[src/rtl/actor_pkg.sv]
// Shared constants for the tile-map actor: headings, FSM encoding, map geometry.
package actor_pkg;

  localparam int MAP_W   = 32;
  localparam int COORD_W = 5;

  localparam logic [1:0] DIR_UP    = 2'd0;
  localparam logic [1:0] DIR_RIGHT = 2'd1;
  localparam logic [1:0] DIR_DOWN  = 2'd2;
  localparam logic [1:0] DIR_LEFT  = 2'd3;

  typedef enum logic [1:0] {
    ST_IDLE     = 2'd0,
    ST_CHK_TURN = 2'd1,
    ST_CHK_FWD  = 2'd2
  } state_e;

endpackage

[src/rtl/actor_step.sv]
// Neighbour tile in a given heading on a 32x32 torus; wrap flags an edge crossing.
module actor_step
  import actor_pkg::*;
(
  input  logic [COORD_W-1:0] x,
  input  logic [COORD_W-1:0] y,
  input  logic [1:0]         dir,
  output logic [COORD_W-1:0] nx,
  output logic [COORD_W-1:0] ny,
  output logic               wrap
);

  localparam logic [COORD_W-1:0] EDGE_MAX = '1;

  always_comb begin
    nx   = x;
    ny   = y;
    wrap = 1'b0;
    unique case (dir)
      DIR_UP: begin
        ny   = y - 1'b1;
        wrap = (y == '0);
      end
      DIR_RIGHT: begin
        nx   = x + 1'b1;
        wrap = (x == EDGE_MAX);
      end
      DIR_DOWN: begin
        ny   = y + 1'b1;
        wrap = (y == EDGE_MAX);
      end
      default: begin
        nx   = x - 1'b1;
        wrap = (x == '0);
      end
    endcase
  end

endmodule

[src/rtl/actor_mover.sv]
// Grid actor: per tick, tries a pending turn, then a forward step, checking walls
// through a single map read port (one row per cycle).
module actor_mover
  import actor_pkg::*;
#(
  parameter int START_X   = 15,
  parameter int START_Y   = 24,
  parameter int START_DIR = 3
) (
  input  logic                 clk,
  input  logic                 reset,
  input  logic                 tick,
  input  logic                 req_valid,
  input  logic [1:0]           req_dir,
  output logic [COORD_W-1:0]   map_addr,
  input  logic [MAP_W-1:0]     map_row,
  output logic [COORD_W-1:0]   pos_x,
  output logic [COORD_W-1:0]   pos_y,
  output logic [1:0]           cur_dir,
  output logic                 busy,
  output logic                 blocked,
  output logic                 wrapped
);

  localparam logic [COORD_W-1:0] RST_X   = COORD_W'(START_X);
  localparam logic [COORD_W-1:0] RST_Y   = COORD_W'(START_Y);
  localparam logic [1:0]         RST_DIR = 2'(START_DIR);
  localparam logic [COORD_W-1:0] COL_MAX = COORD_W'(MAP_W - 1);

  state_e              state_q, state_d;
  logic [COORD_W-1:0]  pos_x_q, pos_x_d;
  logic [COORD_W-1:0]  pos_y_q, pos_y_d;
  logic [1:0]          cur_dir_q, cur_dir_d;
  logic                pend_q, pend_d;
  logic [1:0]          pend_dir_q, pend_dir_d;
  logic                blocked_q, blocked_d;
  logic                wrapped_q, wrapped_d;

  logic [1:0]          step_dir;
  logic [COORD_W-1:0]  step_nx, step_ny;
  logic                step_wrap;
  logic [COORD_W-1:0]  wall_col;
  logic                wall;

  // Probe direction is the pending heading during the turn check, else the current one.
  always_comb begin
    step_dir = (state_q == ST_CHK_TURN) ? pend_dir_q : cur_dir_q;
    map_addr = (state_q == ST_IDLE) ? pos_y_q : step_ny;
  end

  actor_step u_step (
    .x    (pos_x_q),
    .y    (pos_y_q),
    .dir  (step_dir),
    .nx   (step_nx),
    .ny   (step_ny),
    .wrap (step_wrap)
  );

  // Column 0 sits in the row's MSB.
  assign wall_col = COL_MAX - step_nx;
  assign wall     = map_row[wall_col];

  always_comb begin
    state_d    = state_q;
    pos_x_d    = pos_x_q;
    pos_y_d    = pos_y_q;
    cur_dir_d  = cur_dir_q;
    pend_d     = pend_q;
    pend_dir_d = pend_dir_q;
    blocked_d  = 1'b0;
    wrapped_d  = 1'b0;
    unique case (state_q)
      ST_IDLE: begin
        if (tick) state_d = ST_CHK_TURN;
      end
      ST_CHK_TURN: begin
        if (pend_q) begin
          if (!wall) cur_dir_d = pend_dir_q;
          pend_d = 1'b0;
        end
        state_d = ST_CHK_FWD;
      end
      ST_CHK_FWD: begin
        if (wall) begin
          blocked_d = 1'b1;
        end else begin
          pos_x_d   = step_nx;
          pos_y_d   = step_ny;
          wrapped_d = step_wrap;
        end
        state_d = ST_IDLE;
      end
      default: state_d = ST_IDLE;
    endcase
    // A fresh request overrides the consume in the same cycle.
    if (req_valid) begin
      pend_d     = 1'b1;
      pend_dir_d = req_dir;
    end
  end

  always_ff @(posedge clk) begin
    if (reset) begin
      state_q    <= ST_IDLE;
      pos_x_q    <= RST_X;
      pos_y_q    <= RST_Y;
      cur_dir_q  <= RST_DIR;
      pend_q     <= 1'b0;
      pend_dir_q <= DIR_UP;
      blocked_q  <= 1'b0;
      wrapped_q  <= 1'b0;
    end else begin
      state_q    <= state_d;
      pos_x_q    <= pos_x_d;
      pos_y_q    <= pos_y_d;
      cur_dir_q  <= cur_dir_d;
      pend_q     <= pend_d;
      pend_dir_q <= pend_dir_d;
      blocked_q  <= blocked_d;
      wrapped_q  <= wrapped_d;
    end
  end

  assign pos_x   = pos_x_q;
  assign pos_y   = pos_y_q;
  assign cur_dir = cur_dir_q;
  assign busy    = (state_q != ST_IDLE);
  assign blocked = blocked_q;
  assign wrapped = wrapped_q;

endmodule

[config.mk]
export PLATFORM = sky130hd
export DESIGN_NAME = actor_mover
export DESIGN_NICKNAME = d
export VERILOG_FILES = /design/src/rtl/actor_pkg.sv /design/src/rtl/actor_step.sv /design/src/rtl/actor_mover.sv
export SDC_FILE = /design/constraint.sdc
export NUM_CORES = 1
export LEC_CHECK = 0
export ABC_AREA = 1
export ABC_CLOCK_PERIOD_IN_PS = 4900
export CAP_MARGIN = 20
export CORE_AREA = 2 2 75 77
export DETAILED_ROUTE_END_ITERATION = 8
export DIE_AREA = 0 0 77 79
export PLACE_DENSITY = 0.72
export SLEW_MARGIN = 25
export SYNTH_ARGS = -nofsm -noshare
export SYNTH_HDL_FRONTEND = slang
export SYNTH_SLANG_ARGS = --single-unit
[constraint.sdc]
create_clock -name clk -period 4.9 [get_ports clk]
set_clock_uncertainty 0.1 [all_clocks]
set_input_delay 0.98 -clock clk [delete_from_list [all_inputs] [get_ports clk]]
set_output_delay 0.98 -clock clk [all_outputs]
set_load 0.02 [all_outputs]
== After elaboration in Yosys (flattened, before gate mapping) ==
Index checks and enable logic that the tools add are counted.
Storage, ports and cells
  word-level logic and storage cells: 46
  input bits: 38
  register bits after elaboration: 19
Operators by class
  bitwise logic cells: 2
  multiplexer cells: 12
  reduce and logical (&&, ||, !) cells: 11
  eq/ne operators: 7
  add/subtract/negate cells: 5
  $lt $le $gt $ge: 1
Operators by type and width (number)
  one-hot mux 5 bit (2 select lines): 2
  adder 5 x 1 -> 5 bit, second input constant: 2
  == test 5 bit, second input constant: 2
  zero test 5 bit: 2
  subtractor 5 x 1 -> 5 bit, second input constant: 2
  < comparator 5 x 6 -> 1 bit, second input constant: 1
  binary-select mux 1 bit (select 5 bit): 1
  two-way mux 5 bit: 1
  subtractor 5 bit, first input constant: 1
  == test 2 x 1 -> 1 bit, second input constant: 2
  == test 2 bit, second input constant: 2
  zero test 2 bit: 2
  two-way mux 1 bit: 4
  two-way mux 2 bit: 2
  one-hot mux 2 bit (2 select lines): 1
  nonzero test 2 bit: 2
  OR reduction 2 bit: 2
  one-hot mux 1 bit (3 select lines): 1
  AND reduction 3 bit: 1
  OR reduction 3 bit: 1
  inequality test 2 bit, second input constant: 1
  inverter 1 bit: 2
  AND reduction 2 bit: 1

== Longest topological paths before layout ==
Gate-level depths: netlist (run 1).
  depth after elaboration: 10
  depth in mapped cells: 21
  gate-level depth less buffers: 20

== Modules after synthesis ==
From an unflattened synthesis (run 1), not the netlist that was laid out.
Unflattened totals
  cells, all modules: 304
  area, all modules: 1799.2 sq um
Modules (own cells, without submodules)
  actor_mover: area an instance 1189.9 sq um, instances 1, cells an instance 199
  actor_step: area an instance 609.3 sq um, instances 1, cells an instance 105

== Worst setup path before layout (run 1) ==
No wires, ideal clock.
  path type: reg-to-output
  from: reg state_q[0]
  to: out map_addr[4]
  path slack: 1.400 ns
  arrival time: 2.420 ns
  required time: 3.820 ns
  stages on the path, launching flop included: 14
  cells stage by stage: dfxtp_1 nand2_2 o21ai_0 ha_1 inv_1 ha_1 nand2_1 nor2_1 a211oi_1 nor2_1 nor2_1 xor2_1 nand2_1 o21ai_0
On the way
  longest elaborated chain between the ends: 5
  elaborated cells between the ends (all ways): 7
  classes of those cells: eq/ne: 2; mux: 3; reduce/logical: 2
RTL lines
  start, declared: RTL line actor_mover.sv:30  | state_e state_q, state_d;
  start signal, assigned: RTL line actor_mover.sv:114  | state_q <= state_d;
  == test 2 x 1 -> 1 bit: RTL line actor_mover.sv:47  | step_dir = (state_q == ST_CHK_TURN) ? pend_dir_q : cur_dir_q;
  two-way mux 2 bit: RTL line actor_mover.sv:47
  == test 2 bit / zero test 2 bit (equally long branches): RTL line actor_step.sv:19  | unique case (dir)
  one-hot mux 5 bit (2 select lines): RTL line actor_step.sv:19
  two-way mux 5 bit *: RTL line actor_mover.sv:48  | map_addr = (state_q == ST_IDLE) ? pos_y_q : step_ny;
  end, declared: RTL line actor_mover.sv:15  | output logic [COORD_W-1:0] map_addr,
Every way passes the cells marked *; elsewhere a longest branch is shown, timed or not.

== Worst setup path after layout (run 1) ==
Ends and elaborated chain as after synthesis.

==> flow_summary.toml, run 1 <==
[clock_tree]
cts_buffer_depth = 2
post_cts_buffers = 0
clkLatencyLatePin_ns = 0.27
cts.sinks = 19
clkTransAtPathRegs_ns = 0.07
htree_levels = 1
cts-resized-gates = 0
cts_root_buf = "clkbuf_8"
cts_buffers = 3
cts_tree = "built"
hold_buffers = 0

[synth]
syn_area_sq_um = 1807
yosys_warnings = 0
post_synth_num_cell_types = 27
ys_ff_latch = 19
avgSynthCellArea_sq_um = 6.209
syn_nets = 342
syn_inst = 291
yosysSeqAreaShare = 0.2105

[critical_path]
worstSetupEndpoint = "map_addr[4]"
crit_chain = "nand2_2 -> o21ai_0 -> ha_1 -> inv_1 -> ha_1 -> nand2_1 -> nor2_1 -> a211oi_1 -> nor2_1 -> nor2_1 -> xor2_1 -> nand2_1 -> o21ai_0 -> clkdlybuf4s50_1"
worstRegToRegCells = 17
end_kind = "primary output"
cp.arrival_ns = 3.47
cp_max_fo = 7
cp.depth = 14
critPathBufInv = 2
r2r_start = "state_q[0]$_SDFFE_PP0P_"
crit_start = "state_q[0]$_SDFFE_PP0P_"
regToRegSetupSlack_ns = 1.21
critPathLaunchType = "flop"
critPathKind = "flop to primary output"
critPathSlowestCell = "clkdlybuf4s50_1"
slowest_delay_ns = 0.63
critical-path-top-delay-family = "buffers and inverters"
critPathRequiredTime_ns = 3.82
critPathMostFrequentCell = "nor2_1"
r2r_end = "cur_dir[0]$_SDFFE_PP1P_"

[place]
pre_cts_ws_ns = 0.6256
port-buffer-count = 57
dp_hpwl_um = 3765
gp_congestion = 0.8433

[power_and_ir_drop]
power.density_nw_per_um2 = 251.8
internal-power_mw = 0.3493
vdd_ir_drop_max_v = 0.0001320
power.share.clock = 0.188
p_leak_nw = 1.204
power_mw = 0.6181
pwr-share-comb = 0.523
p_switching_mw = 0.2688
switching_share = 0.4349
seqPwrFrac = 0.289

[routing]
wl_per_cell_um = 11.91
ant_nets = 0
drc_errors = 0
wl_um = 4954
vias = 1969
via_per_inst = 4.733
dr.pass1.iters = 4
drt_iter0_markers = 103

[job]
drv_cap = 0

[grt]
grt_antenna_before_repair = 0
overflow = 0
grt_pass1_wl_um = 8769
grt_pass1_vias = 1916
grt_util_met1 = 0.2266
grtUsageTotal = 0.1731
grtUsageMet3 = 0.02386
top_usage_layer = "met2"
grt_start_max_net_pins = 21
use_met2 = 0.3018

[sta]
setup_viol = 0
slew_headroom = 0.4991
rsz0062_at_grt = "no"
setup_tns_ns = 0
period_needed_ns = 4.546
hold_viol_final = 0
fmax_mhz = 220.0
fin_ws_ns = 0.3543
final_max_slew_viol_count = 0
tightest_slew_ns = 0.7506
fin_crit_sh = 0.9277

[layout]
final_net_count = 396
n_fill_cell = 581
drive_gt1_frac = 0.05523
final_cell_mix = "nand2_1 (67), nand3_1 (61), clkdlybuf4s50_1 (57)"
syn2layout_area_growth_pct = 35.87
antenna_cells = 0
layout_commonest_cell = "nand2_1"

[min_path]
hold_class = "flop to flop"

[floorplan]
die_w_um = 77
io_pins = 58
core-area_sq_um = 5338
rows = 27
die_area_sq_um = 6083
initial_core_util = 0.3385
die_h_um = 79

[status]
status = "finished, final reports clean"
==> cells in the mapped netlist <==
| library cell | instances | area, sq um |
|---|---|---|
| inv_1 | 53 | 198.9 |
| o21ai_0 | 12 | 60.06 |
| a21oi_1 | 9 | 45.04 |
| inv_2 | 3 | 11.26 |
| buf_4 | 2 | 15.01 |
| nor2_1 | 14 | 52.55 |
| nand3_4 | 1 | 17.52 |
| fa_1 | 2 | 40.04 |
| ha_1 | 11 | 137.6 |
| nor3_1 | 1 | 5.000 |
| dfxtp_1 | 19 | 380.4 |
| o32ai_1 | 1 | 8.760 |
| a211oi_1 | 1 | 7.510 |
| nand3b_1 | 3 | 22.52 |
| nand3_2 | 1 | 10.01 |
| a211o_1 | 1 | 8.760 |
| nand3_1 | 61 | 305.3 |
| xor2_1 | 7 | 61.31 |
| o21ai_4 | 1 | 16.27 |
| nand4_1 | 4 | 25.02 |
| xnor2_1 | 1 | 8.760 |
| nand2_2 | 7 | 43.79 |
| nand2_4 | 2 | 22.52 |
| clkbuf_1 | 3 | 11.26 |
| buf_6 | 3 | 33.78 |
| and3_1 | 1 | 6.260 |
| nand2_1 | 67 | 251.5 |
==> cell type report <==
type	count	area, sq um	area share
Multi-Input combinational cell	208	1159	0.4720
Clock buffer	4	45.04	0.01835
Inverter	56	210.2	0.08563
Sequential cell	19	380.4	0.1549
Tap cell	72	90.09	0.03670
Timing Repair Buffer	57	570.5	0.2324
==> stage by stage <==
stage	instances	instance area (sq um)	utilization	hold slack (ns)
global route	416	2455	0.4599	0.4101
floorplan	291	1807	-	0.3349
CTS	416	2455	0.4599	0.3701
global placement	412	2407	0.4510	0.3585
detailed placement	412	2410	0.4515	0.3605
finish	416	2455	0.4599	0.3682
==> power groups by stage <==
stage               Combinational, mW  Clock, mW  Sequential, mW
detailed placement              0.324          0           0.182
CTS                             0.326      0.116           0.179
global route                    0.365      0.123           0.181
global placement                0.319          0           0.182
finish                          0.323      0.116           0.179
floorplan                       0.238          0           0.187
==> sequential cells by signal, indices dropped and copies added, names as in the netlist <==
signal	flops
state_q	2
pos_y	5
pend_q	1
wrapped	1
pos_x	5
pend_dir_q	2
cur_dir	2
blocked	1
==> how the worst min path moves through the flow <==
stage | startpoint | end | slack [ns] | cells after the start
global route | pend_dir_q[1]$_SDFFE_PP0P_ | pend_dir_q[1]$_SDFFE_PP0P_ | 0.41 | 2
CTS | pend_q$_SDFFE_PP0P_ | pend_q$_SDFFE_PP0P_ | 0.37 | 2
floorplan | pend_q$_SDFFE_PP0P_ | pend_q$_SDFFE_PP0P_ | 0.33 | 2
global placement | pend_q$_SDFFE_PP0P_ | pend_q$_SDFFE_PP0P_ | 0.36 | 2
detailed placement | pend_q$_SDFFE_PP0P_ | pend_q$_SDFFE_PP0P_ | 0.36 | 2
finish | pend_q$_SDFFE_PP0P_ | pend_q$_SDFFE_PP0P_ | 0.37 | 2
==> logic make-up (layout without fill, tap and decap cells) <==
group | Yosys count | after routing | synth area share
flip-flops | 19 | 19 | 0.2105
buffers and inverters | 64 | 117 | 0.1496
AO/OA/AOI/OAI | 25 | 25 | 0.08103
XOR/XNOR | 8 | 8 | 0.03878
adder cells (fa/ha/maj) | 13 | 13 | 0.09834
AND/OR/NAND/NOR | 162 | 162 | 0.4217
==> worst min-delay path, stage by stage, from the launching register on <==
cell	delay, ns
dfxtp_1	0.31
nand2_1	0.06
a21oi_1	0.05
==> metal layers <==
layer | part of all wire | up-vias
li1 | - | 1032
met1 | 0.47 | 855
met2 | 0.44 | 75
met3 | 0.077 | 7
met4 | 0.013 | 0
met5 | 0 | -
Power figures use the tool's default switching activity.
==> run 2, diff against run 1 <==
--- a/config.mk
+++ b/config.mk
@@ -5,13 +5,13 @@
 export SDC_FILE = /design/constraint.sdc
 export NUM_CORES = 1
 export LEC_CHECK = 0
-export ABC_AREA = 1
+export ABC_AREA = 0
 export ABC_CLOCK_PERIOD_IN_PS = 4900
 export CAP_MARGIN = 20
-export CORE_AREA = 2 2 75 77
+export CORE_AREA = 2 2 66 68
 export DETAILED_ROUTE_END_ITERATION = 8
-export DIE_AREA = 0 0 77 79
-export PLACE_DENSITY = 0.72
+export DIE_AREA = 0 0 68 70
+export PLACE_DENSITY = 0.94
 export SLEW_MARGIN = 25
 export SYNTH_ARGS = -nofsm -noshare
 export SYNTH_HDL_FRONTEND = slang
==> run 2 against run 1 <==
Compared with the run above: flip-flop and latch count unchanged; first-iteration DRC count rose to 3.1 times the previous value; combinational power decreased by 20%; synthesized cell count fell by 10%; clock power down 7%; sequential share of layout area decreased by 1.2 points; area after synthesis grew 12%; sequential power shrank 8%; worst hold slack gained 0.062 ns; critical path type unchanged.
==> flow_summary.toml, run 2 <==
[floorplan]
rows = 24
core-area_sq_um = 4144
io_pins = 58
die_h_um = 70
die_w_um = 68
initial_core_util = 0.4885
die_area_sq_um = 4760

[layout]
final_net_count = 364
antenna_cells = 0
syn2layout_area_growth_pct = 31.83
final_cell_mix = "clkdlybuf4s50_1 (57), nor2_1 (29), o21ai_0 (21)"
fin_cells = 364
stdcell_area_sq_um = 2669
drive_gt1_frac = 0.09295
finish.utilization = 0.6440
layout_commonest_cell = "clkdlybuf4s50_1"

[min_path]
hold_class = "flop to flop"
whs_endpoint = "pend_dir_q[0]$_SDFFE_PP0P_"
min_from = "pend_dir_q[0]$_SDFFE_PP0P_"
min_path_cells = 2

[synth]
synth_edf_count = 0
yosys.area.top_type = "dfxtp_1"
ys_ff_latch = 19
synthTopCellsByCount = "nor2_1 (29), o21ai_0 (21), mux2i_1 (20), dfxtp_1 (19), nand3_1 (18)"
synth_top_area_share = 0.1879
yosys-top-cells-area = "dfxtp_1 (19%), mux2i_1 (9.9%), ha_1 (6.8%)"
yosys_most_used_dff = "dfxtp_1"
async_flop_share = 0
syn_area_sq_um = 2024
syn_nets = 313
yosysSeqAreaShare = 0.1879
post_synth_num_cell_types = 53
yosys_warnings = 0
synth_most_common_cell = "nor2_1"
avgSynthCellArea_sq_um = 7.727
syn_inst = 262

[routing]
drt_iter0_markers = 318
wl_um = 5673
vias = 2232
drc_errors = 0
ant_nets = 0
via_per_inst = 6.132
dr.pass1.iters = 5
wl_per_cell_um = 15.59

[power_and_ir_drop]
vdd_ir_drop_max_v = 0.0001393
power.density_nw_per_um2 = 198.4
pwr-share-comb = 0.484
seqPwrFrac = 0.312
power.share.clock = 0.204
power_mw = 0.5295
switching_share = 0.3695
p_leak_nw = 1.095
p_switching_mw = 0.1956
internal-power_mw = 0.3339

[place]
dp_hpwl_um = 4086
placed_cells = 360
place_area_sq_um = 2623
gp_congestion = 0.9091
pre_cts_ws_ns = 0.8720
port-buffer-count = 57

[status]
status = "finished, final reports clean"

[sta]
tightest_slew_ns = 0.6391
hold_viol_final = 0
slew_headroom = 0.5726
setup_viol = 0
rsz0062_at_grt = "no"
fmax_mhz = 230.1
final_max_slew_viol_count = 0
setup_tns_ns = 0
fin_crit_sh = 0.8869
whs_ns = 0.4299
period_needed_ns = 4.346
fin_ws_ns = 0.5543

[grt]
grtUsageTotal = 0.2415
grt_pass1_wl_um = 9335
grt_antenna_before_repair = 0
grt_start_max_net_pins = 37
grt_pass1_vias = 2009
overflow = 0

[critical_path]
critPathKind = "flop to primary output"
cp.arrival_ns = 3.27
r2r_start = "state_q[1]$_SDFFE_PP0P_"
worstRegToRegCells = 15
cp_max_fo = 6
end_kind = "primary output"
r2r_end = "pos_x[4]$_SDFFE_PP0P_"
critPathLaunchType = "flop"
critPathRequiredTime_ns = 3.82
regToRegSetupSlack_ns = 0.85
crit_start = "state_q[0]$_SDFFE_PP0P_"

[clock_tree]
cts.sinks = 19
cts_buffer_depth = 2
cts_buffers = 3
cts-resized-gates = 0
post_cts_buffers = 0
clkLatencyLatePin_ns = 0.25
cts_tree = "built"
hold_buffers = 0
clkTransAtPathRegs_ns = 0.07
htree_levels = 1
cts_root_buf = "clkbuf_8"

[job]
drv_cap = 0
==> run 2: cell types whose count changed in the layout (fill, tap and decap cells not counted), moves of 6 or more <==
cell / before / now
nand2_2: 7 / 0
nor3_1: 1 / 8
nand3_1: 61 / 18
buf_4: 0 / 6
mux2_2: 0 / 8
o21ai_0: 12 / 21
nor2_1: 13 / 29
nand2_1: 67 / 12
inv_1: 53 / 11
mux2i_1: 0 / 20
==> run 2: cell families (layout without fill, tap and decap cells) <==
family,count (synthesis),count (layout),share of synthesized area
flip-flops,19,19,0.1879
AO/OA/AOI/OAI,65,65,0.2108
buffers and inverters,29,79,0.06303
AND/OR/NAND/NOR,98,98,0.2472
XOR/XNOR,7,7,0.03028
multiplexers,31,31,0.1731
adder cells (fa/ha/maj),13,13,0.08776
==> run 2: cell type report <==
cell class                 count  area, sq um
sequential                    19        380.4
multi-input combinational    214         1516
tap                           52        65.06
fill                         363         1475
clock inverter                 1        5.005
timing repair buffer          63        615.6
clock buffer                   3        41.29
inverter                      12        45.04
==> run 2: per-layer routing <==
layer,up-vias,share of wire,global-route usage
li1,1067,-,-
met1,1036,0.43,0.3367
met2,127,0.47,0.4088
met3,2,0.092,0.02576
met4,0,0.0025,0.02667
met5,-,0,0
==> run 2: worst max-delay path by stage <==
| stage | slack (ns) | endpoint | cells past startpoint |
|---|---|---|---|
| floorplan | 0.85 | pos_x[4]$_SDFFE_PP0P_ | 16 |
| detailed placement | 0.87 | map_addr[4] | 12 |
| finish | 0.55 | map_addr[4] | 13 |
| CTS | 0.57 | map_addr[4] | 12 |
| global route | 0.36 | map_addr[4] | 13 |
| global placement | 0.96 | map_addr[4] | 12 |
==> run 2: power by group through the flow <==
stage	Sequential, mW	Combinational [mW]	Clock (mW)
after detailed placement	0.168	0.251	0
final	0.165	0.257	0.108
after CTS	0.165	0.254	0.108
after floorplan	0.170	0.171	0
after global routing	0.166	0.282	0.116
after global placement	0.168	0.246	0
==> run 2: critical path, cell delays in order, from the launching register on <==
cell and delay [ns]:
dfxtp_1 0.42, and3b_1 0.23, a21o_1 0.20, inv_1 0.08, ha_1 0.27, inv_1 0.14, ha_1 0.28, a21o_1 0.19
a21oi_1 0.16, xnor2_1 0.08, nor2_1 0.11, nand2_1 0.08, xnor2_1 0.15, clkdlybuf4s50_1 0.63
==> run 3, diff against run 2 <==
--- a/config.mk
+++ b/config.mk
@@ -8,10 +8,11 @@
 export ABC_AREA = 0
 export ABC_CLOCK_PERIOD_IN_PS = 4900
 export CAP_MARGIN = 20
-export CORE_AREA = 2 2 66 68
+export CORE_AREA = 2 2 75 77
 export DETAILED_ROUTE_END_ITERATION = 8
-export DIE_AREA = 0 0 68 70
-export PLACE_DENSITY = 0.94
+export DIE_AREA = 0 0 77 79
+export PLACE_DENSITY = 0.77
+export REMOVE_ABC_BUFFERS = 1
 export SLEW_MARGIN = 25
 export SYNTH_ARGS = -nofsm -noshare
 export SYNTH_HDL_FRONTEND = slang
==> run 3 against run 2 <==
Compared with the run above: design area is 0.94% higher; combinational power hardly changed; critical path depth is 1 lower; fmax is 0.51% higher; worst setup slack better by 0.022 ns; largest power group unchanged.
==> flow_summary.toml, run 3 (synthesis gave the netlist of run 2 again) <==
[place]
dp_hpwl_um = 4173
port-buffer-count = 57
pre_cts_ws_ns = 0.8705
gp_congestion = 0.8457

[clock_tree]
clkLatencyLatePin_ns = 0.27
clkTransAtPathRegs_ns = 0.07
cts_buffer_depth = 2
cts_buffers = 3
htree_levels = 1
cts.sinks = 19
post_cts_buffers = 0
hold_buffers = 0
cts_root_buf = "clkbuf_8"
cts_tree = "built"
cts-resized-gates = 0

[routing]
wl_per_cell_um = 14.94
drt_iter0_markers = 105
via_per_inst = 5.708
vias = 2192
ant_nets = 0
drc_errors = 0
dr.pass1.iters = 5
wl_um = 5738

[critical_path]
cp_max_fo = 7
slowest_delay_ns = 0.62
cp.arrival_ns = 3.24
crit_chain = "nand2b_4 -> mux2_2 -> ha_1 -> inv_1 -> ha_1 -> a21o_1 -> a21oi_1 -> xnor2_1 -> nor2_1 -> nand2_1 -> xnor2_1 -> clkdlybuf4s50_1"
critPathBufInv = 2
critPathLaunchType = "flop"
critPathKind = "flop to primary output"
critPathRequiredTime_ns = 3.82
end_kind = "primary output"
critPathSlowestCell = "clkdlybuf4s50_1"
critical-path-top-delay-family = "buffers and inverters"

[job]
drv_cap = 0

[floorplan]
rows = 27
core-area_sq_um = 5338
io_pins = 58
die_h_um = 79
initial_core_util = 0.3793
die_w_um = 77
die_area_sq_um = 6083

[grt]
grt_pass1_wl_um = 9763
grtUsageTotal = 0.1932
grt_start_max_net_pins = 37
overflow = 0
grt_antenna_before_repair = 0
grt_pass1_vias = 2052

[layout]
n_fill_cell = 539
antenna_cells = 0
layout_commonest_cell = "clkdlybuf4s50_1"
final_cell_mix = "clkdlybuf4s50_1 (57), nor2_1 (29), o21ai_0 (21)"
finish.utilization = 0.5047
drive_gt1_frac = 0.09295
final_net_count = 364
syn2layout_area_growth_pct = 33.07

[sta]
fin_crit_sh = 0.8824
setup_viol = 0
tightest_slew_ns = 0.6709
setup_tns_ns = 0
slew_headroom = 0.5514
fmax_mhz = 231.3
final_max_slew_viol_count = 0
hold_viol_final = 0
rsz0062_at_grt = "no"
period_needed_ns = 4.324
fin_ws_ns = 0.5763
whs_ns = 0.4118

[min_path]
hold_class = "flop to flop"

[power_and_ir_drop]
power.density_nw_per_um2 = 199.6
vdd_ir_drop_max_v = 0.0001062
p_leak_nw = 1.095

[status]
status = "finished, final reports clean"
[run 3: cell counts in the layout (fill, tap and decap cells not counted)]
Identical to the previous run, type by type.
[run 3: worst min-delay path, delay by kind of cell, from the launching register on]
kind | cells | cell delay (ns)
flops | 1 | 0.33
simple gates | 2 | 0.14
[run 3: metal layers]
layer | part of all wire | wire length [um] | global-route usage
met2 | 0.47 | 2705 | 0.3228
met1 | 0.44 | 2544 | 0.2547
met5 | 0 | 0 | 0
met4 | 0.023 | 130 | 0.07679
met3 | 0.062 | 358 | 0.02386
[run 3: metrics by stage]
| stage | total power, mW | instance area (sq um) | cells |
|---|---|---|---|
| after floorplan | 0.3325 | 1942 | 245 |
| after global placement | 0.4182 | 2648 | 380 |
| after detailed placement | 0.4240 | 2648 | 380 |
| after CTS | 0.5365 | 2694 | 384 |
| after global routing | 0.5671 | 2694 | 384 |
| final | 0.5378 | 2694 | 384 |
[run 3: final cells by class]
cell class / instances / area [sq um] / share of cell area
timing repair buffer: 63 / 615.6 / 0.2285
clock inverter: 1 / 5.005 / 0.001858
tap: 72 / 90.09 / 0.03344
multi-input combinational: 214 / 1516 / 0.5629
sequential: 19 / 380.4 / 0.1412
clock buffer: 3 / 41.29 / 0.01533
inverter: 12 / 45.04 / 0.01672
[run 3: final timing paths]
path / cells past startpoint / to / slack, ns / start
worst max register to register: 14 / pos_x[4]$_SDFFE_PP0P_ / 0.86 / state_q[0]$_SDFFE_PP0P_
worst max-delay path: 12 / map_addr[4] / 0.58 / state_q[1]$_SDFFE_PP0P_
worst min register to register: 2 / cur_dir[0]$_SDFFE_PP1P_ / 0.41 / pend_dir_q[0]$_SDFFE_PP0P_
worst min-delay path: 2 / cur_dir[0]$_SDFFE_PP1P_ / 0.41 / pend_dir_q[0]$_SDFFE_PP0P_
[run 3: power breakdown]
part	switching (mW)	internal, mW	total [mW]	leakage [nW]
Clock	0.0582	0.0568	0.115	0.0255
Sequential	0.00585	0.159	0.165	0.155
Combinational	0.140	0.118	0.258	0.915
